[src/rtl/lift_ctrl_n.sv]
// N-floor collective (SCAN) lift controller: hall calls are latched into per-floor
// up/down bitmaps and served in the current travel direction before reversing.
module lift_ctrl_n #(
  parameter int FLOORS      = 4,
  parameter int FW          = ($clog2(FLOORS) < 1) ? 1 : $clog2(FLOORS),
  parameter int MOVE_CYCLES = 4,
  parameter int DOOR_CYCLES = 3,
  parameter int CW          = $clog2(((MOVE_CYCLES > DOOR_CYCLES) ? MOVE_CYCLES : DOOR_CYCLES) + 1)
) (
  input  logic          clk,
  input  logic          rst_n,
  input  logic          req_valid,
  input  logic [FW-1:0] req_floor,
  input  logic          req_up,
  output logic          req_err,
  output logic [FW-1:0] cur_floor,
  output logic [1:0]    dout,
  output logic          door_open,
  output logic          arrive,
  output logic          done
);
  localparam int LAST = FLOORS - 1;

  typedef enum logic [1:0] {S_IDLE, S_MOVE, S_DOOR} state_t;

  state_t            state_reg, state_next;
  logic [FLOORS-1:0] up_reg, up_next, dn_reg, dn_next, pend_any;
  logic              dir_reg, dir_next;
  logic [FW-1:0]     floor_reg, floor_next, nf;
  logic [CW-1:0]     cnt_reg, cnt_next;
  logic [1:0]        dout_next;
  logic              door_next, arrive_next, done_next;
  logic              call_bad, call_ok, call_here, fwd, stop;

  // Any pending floor strictly beyond f in the given direction.
  function automatic logic ahead(input logic [FLOORS-1:0] bits, input logic [FW-1:0] f,
                                 input logic up);
    logic r;
    r = 1'b0;
    for (int i = 0; i < FLOORS; i++) begin
      if (up ? (i > int'(f)) : (i < int'(f))) r = r | bits[i];
    end
    return r;
  endfunction

  assign call_bad  = req_valid && ((int'(req_floor) > LAST) ||
                                   (req_up && int'(req_floor) == LAST) ||
                                   (!req_up && req_floor == '0));
  assign call_ok   = req_valid && !call_bad;
  assign call_here = call_ok && (req_floor == floor_reg);
  assign pend_any  = up_reg | dn_reg;
  assign nf        = dir_reg ? floor_reg + FW'(1) : floor_reg - FW'(1);
  assign fwd       = ahead(pend_any, nf, dir_reg);
  assign stop      = (dir_reg ? up_reg[nf] : dn_reg[nf]) || (pend_any[nf] && !fwd) ||
                     (nf == '0) || (int'(nf) == LAST);

  always_ff @(posedge clk) begin
    if (!rst_n) begin
      state_reg <= S_IDLE;
      up_reg    <= '0;
      dn_reg    <= '0;
      dir_reg   <= 1'b1;
      floor_reg <= '0;
      cnt_reg   <= '0;
      dout      <= 2'b10;
      door_open <= 1'b0;
      arrive    <= 1'b0;
      req_err   <= 1'b0;
      done      <= 1'b1;
    end else begin
      state_reg <= state_next;
      up_reg    <= up_next;
      dn_reg    <= dn_next;
      dir_reg   <= dir_next;
      floor_reg <= floor_next;
      cnt_reg   <= cnt_next;
      dout      <= dout_next;
      door_open <= door_next;
      arrive    <= arrive_next;
      req_err   <= call_bad;
      done      <= done_next;
    end
  end

  assign cur_floor = floor_reg;

  always_comb begin
    state_next = state_reg;
    up_next    = up_reg;
    dn_next    = dn_reg;
    dir_next   = dir_reg;
    floor_next = floor_reg;
    cnt_next   = cnt_reg;
    // New calls are applied first so that a clear on the same edge wins.
    if (call_ok && !(call_here && state_reg != S_MOVE)) begin
      for (int i = 0; i < FLOORS; i++) begin
        if (int'(req_floor) == i) begin
          if (req_up) up_next[i] = 1'b1;
          else        dn_next[i] = 1'b1;
        end
      end
    end
    case (state_reg)
      S_IDLE: begin
        if (pend_any[floor_reg] || call_here) begin
          state_next         = S_DOOR;
          cnt_next           = '0;
          up_next[floor_reg] = 1'b0;
          dn_next[floor_reg] = 1'b0;
        end else if (ahead(pend_any, floor_reg, dir_reg)) begin
          state_next = S_MOVE;
          cnt_next   = '0;
        end else if (ahead(pend_any, floor_reg, !dir_reg)) begin
          state_next = S_MOVE;
          dir_next   = !dir_reg;
          cnt_next   = '0;
        end
      end
      S_MOVE: begin
        if (cnt_reg == CW'(MOVE_CYCLES - 1)) begin
          floor_next = nf;
          cnt_next   = '0;
          if (stop) begin
            state_next = S_DOOR;
            if (!fwd || dir_reg)  up_next[nf] = 1'b0;
            if (!fwd || !dir_reg) dn_next[nf] = 1'b0;
          end
        end else begin
          cnt_next = cnt_reg + CW'(1);
        end
      end
      S_DOOR: begin
        if (call_here) begin
          cnt_next = '0;
        end else if (cnt_reg == CW'(DOOR_CYCLES - 1)) begin
          state_next = S_IDLE;
          cnt_next   = '0;
        end else begin
          cnt_next = cnt_reg + CW'(1);
        end
      end
      default: state_next = S_IDLE;
    endcase
  end

  always_comb begin
    dout_next   = 2'b10;
    if (state_next == S_MOVE) dout_next = dir_next ? 2'b00 : 2'b01;
    door_next   = (state_next == S_DOOR);
    arrive_next = (state_next == S_DOOR) && (state_reg != S_DOOR);
    done_next   = (state_next == S_IDLE) && ((up_next | dn_next) == '0);
  end
endmodule

[config.mk]
export PLATFORM = sky130hd
export DESIGN_NAME = lift_ctrl_n
export DESIGN_NICKNAME = d
export VERILOG_FILES = /design/src/rtl/lift_ctrl_n.sv
export SDC_FILE = /design/constraint.sdc
export NUM_CORES = 1
export LEC_CHECK = 0
export ABC_AREA = 1
export CAP_MARGIN = 20
export CORE_UTILIZATION = 40
export DETAILED_ROUTE_END_ITERATION = 12
export PLACE_DENSITY = 0.61
export SLEW_MARGIN = 20
export SYNTH_ARGS = -nofsm -noshare
export SYNTH_HDL_FRONTEND = slang
export SYNTH_SLANG_ARGS = --single-unit
[constraint.sdc]
create_clock -name clk -period 5.2 [get_ports clk]
set_input_delay 0.78 -clock clk [delete_from_list [all_inputs] [get_ports clk]]
set_output_delay 0.78 -clock clk [all_outputs]
set_load 0.1 [all_outputs]
==> results.py <==
metrics = {
    "detailed_routing": {
        "wl_met1_mm": 2.306,
        "met3WireLength_um": 175,
        "dr.pass1.iters": 4,
        "ant_nets": 0,
        "drcViolationCount": 0,
        "num_vias": 1808,
        "wl_met2_mm": 1.958,
        "drt_wl_total_mm": 4.549,
        "viasPerCell": 4.926,
        "drt-initial-drc-count": 158,
        "top_layer": "met4",
        "wl_per_cell_um": 12.40,
    },
    "floorplanning": {
        "coreArea_sq_um": 4414,
        "std_cell_rows": 24,
        "die_w_um": 70.16,
        "die-height_um": 70.16,
        "initial_core_util_pct": 42.09,
        "die-area_sq_um": 4922,
        "ios": 14,
    },
    "yosys": {
        "synth_edf_count": 0,
        "async_reset_ff_share_pct": 0,
        "synth.most_common_cell": "nand2_1",
        "ys_seq_area_share_pct": 23.70,
        "synthCells": 304,
        "netlist.area_leader.share_pct": 23.70,
        "synth_warnings": 0,
        "yosys.area.top_type": "dfxtp_1",
        "ys_types": 33,
        "ys_ff_latch": 22,
        "synthTopCellsByArea": "dfxtp_1 (24%), nand2_1 (21%), ha_1 (9.4%)",
        "synthTopCellsByCount": "nand2_1 (106), inv_1 (37), nor2_1 (32), dfxtp_1 (22), nand3_1 (22)",
        "syn_avg_cell_area_sq_um": 6.112,
        "synth_nets": 324,
        "syn_area_sq_um": 1858,
        "ys.flop_type": "dfxtp_1",
    },
    "timing": {
        "tns_ns": 0,
        "relSlewSlack_pct": 34.80,
        "final-hold-violation-count": 0,
        "fin_crit_sh_pct": 57.78,
        "rsz0062_at_grt": "false",
        "fin_skew_ns": 0.007764,
        "setup_viol": 0,
        "fin_crit_ns": 3.005,
        "slew_viol_final": 0,
        "worstMarginPinSlew_ns": 0.9750,
        "max_freq_mhz": 332.8,
    },
    "placement": {
        "io_buffers": 13,
        "dpl.cell_count": 363,
        "gp_congestion": 0.8426,
        "place_hpwl_mm": 3.619,
    },
    "pwr": {
        "internal_power_uw": 303.9,
        "seqPwrFrac_pct": 37.3,
        "power_switching_share_pct": 39.80,
        "leakagePower_uw": 0.001006,
        "clock_power_share_pct": 24.6,
        "combPwrFrac_pct": 38.1,
        "peakVddDrop_v": 0.0001309,
        "power.density_nw_per_um2": 244.8,
        "p_sw_uw": 200.9,
    },
    "final_layout": {
        "nNetsFinal": 336,
        "area_growth_pct": 10.98,
        "fin_util_pct": 46.71,
        "drive_above_1_share_pct": 10.79,
        "final_cells": 367,
        "nFillCells": 464,
        "diodes": 0,
    },
    "clock_network": {
        "post_cts.repair.setup_buffers": 0,
        "cts.sinks": 22,
        "post_cts_resized": 0,
        "cts_buffers": 3,
        "holdBufCountCts": 0,
        "clock_latency_ns": 0.26,
        "cts_tree": "built",
        "clk_pin_slew_worst_paths_ns": 0.08,
        "cts-root-buf": "clkbuf_8",
        "ctsLongestPathBuffers": 2,
        "h-tree-depth": 1,
    },
    "global_route": {
        "antenna_found_initial": 0,
        "grt-ovfl-total": 0,
        "grt_pass1_vias": 1571,
        "grt_first_pass_wirelength_mm": 7.514,
        "grt_max_degree": 19,
        "grtUsageTotal_pct": 19.35,
    },
    "worst_setup_path": {
        "critPathTopFamily": "buffers and inverters",
        "crit_chain": "clkdlybuf4s50_1",
        "regToRegSetupSlack_ns": 2.28,
        "crit_fanout": 16,
        "r2r_end": "done$_SDFF_PN1_",
        "worstReg2RegStart": "cur_floor[0]$_SDFFE_PN0P_",
        "cp-start-kind": "flop",
        "reg2reg_depth": 15,
        "critical_path_class": "flop to output port",
        "crit_path_end_kind": "output port",
        "critPathBufInv": 1,
        "worstPathRequired_ns": 4.42,
        "slowest_stage": "clkdlybuf4s50_1",
        "worst_ep_arrival_time_ns": 2.22,
        "critical_path.max_stage_delay_ns": 1.25,
    },
    "hold_path": {
        "hold_class": "flop to flop",
        "holdPathStages": 2,
        "holdPathEnd": "dn_reg[0]$_SDFF_PN0_",
        "hp-start": "dn_reg[0]$_SDFF_PN0_",
    },
    "run_status": {
        "outcome": "finished, final reports clean",
    },
    "flow_run": {
        "drv_cap": 0,
    },
}
[power groups by stage]
| stage | combinational [uW] | sequential (uW) | clock, uW |
|---|---|---|---|
| 2_1_floorplan | 109 | 229 | 0 |
| 3_3_place_gp | 192 | 192 | 0 |
| 3_5_place_dp | 191 | 192 | 0 |
| 4_1_cts | 192 | 188 | 130 |
| 5_1_grt | 213 | 189 | 135 |
| 6_report | 193 | 188 | 124 |
[placed cells by master, fill, tap and decap left out, types with 2 or more instances in the layout]
cell and count:
inv_1 37, o31ai_1 4, clkbuf_8 4, nand3_1 22
nor2_1 32, nand2_1 106, nand3_2 4, nor2_2 6
nor3_1 2, a21oi_1 10, dfxtp_1 22, nand2_2 7
ha_1 14, inv_2 6, o21ai_0 8, clkdlybuf4s50_1 13
a211oi_1 3
[final cells by class]
cell class              count  area (sq um)  area share (%)
multi-input cells         232          1206           58.50
well taps                  52         65.06           3.155
clock buffers               4         55.05           2.670
repair buffers             13         130.1           6.311
inverters                  44         165.2           8.010
flip-flops and latches     22         440.4           21.36
[layer usage]
metal  track usage [%]  up-vias
met5                 0        -
met3             2.309       11
met4             7.333        0
met2             30.34       45
li1                  -      966
met1             27.04      786
[worst max path at each step]
stage / startpoint / endpoint / slack (ns) / cells past startpoint
after floorplan: cur_floor[0]$_SDFFE_PN0P_ / done$_SDFF_PN1_ / 2.24 / 17
after global placement: cur_floor[0]$_SDFFE_PN0P_ / done$_SDFF_PN1_ / 2.36 / 15
after detailed placement: cur_floor[0]$_SDFFE_PN0P_ / done$_SDFF_PN1_ / 2.30 / 15
after CTS: cur_floor[0]$_SDFFE_PN0P_ / cur_floor[0] / 2.19 / 1
after global routing: cur_floor[0]$_SDFFE_PN0P_ / done$_SDFF_PN1_ / 2.05 / 15
final: cur_floor[0]$_SDFFE_PN0P_ / cur_floor[0] / 2.20 / 1
[per-stage QoR]
stage                     total power, uW  cell area [sq um]  worst slack [ns]  hold slack, ns
after detailed placement            382.9               2007             2.301          0.4756
after global routing                537.5               2062             2.046          0.5332
after CTS                           509.9               2062             2.192          0.4873
final                               504.8               2062             2.195          0.4830
after floorplan                     337.6               1858             2.237          0.4582
after global placement              384.1               2007             2.357          0.4834
[cells by family (layout without fill, tap and decap cells)]
group | after synthesis | count (layout) | share of synthesized area (%)
buf+inv | 50 | 61 | 11.38
fa+ha+maj | 14 | 14 | 9.428
xor+xnor | 1 | 1 | 0.4715
flops | 22 | 22 | 23.70
simple gates | 186 | 186 | 44.65
compound gates | 31 | 31 | 10.37
(Power assumes the default switching activity.)
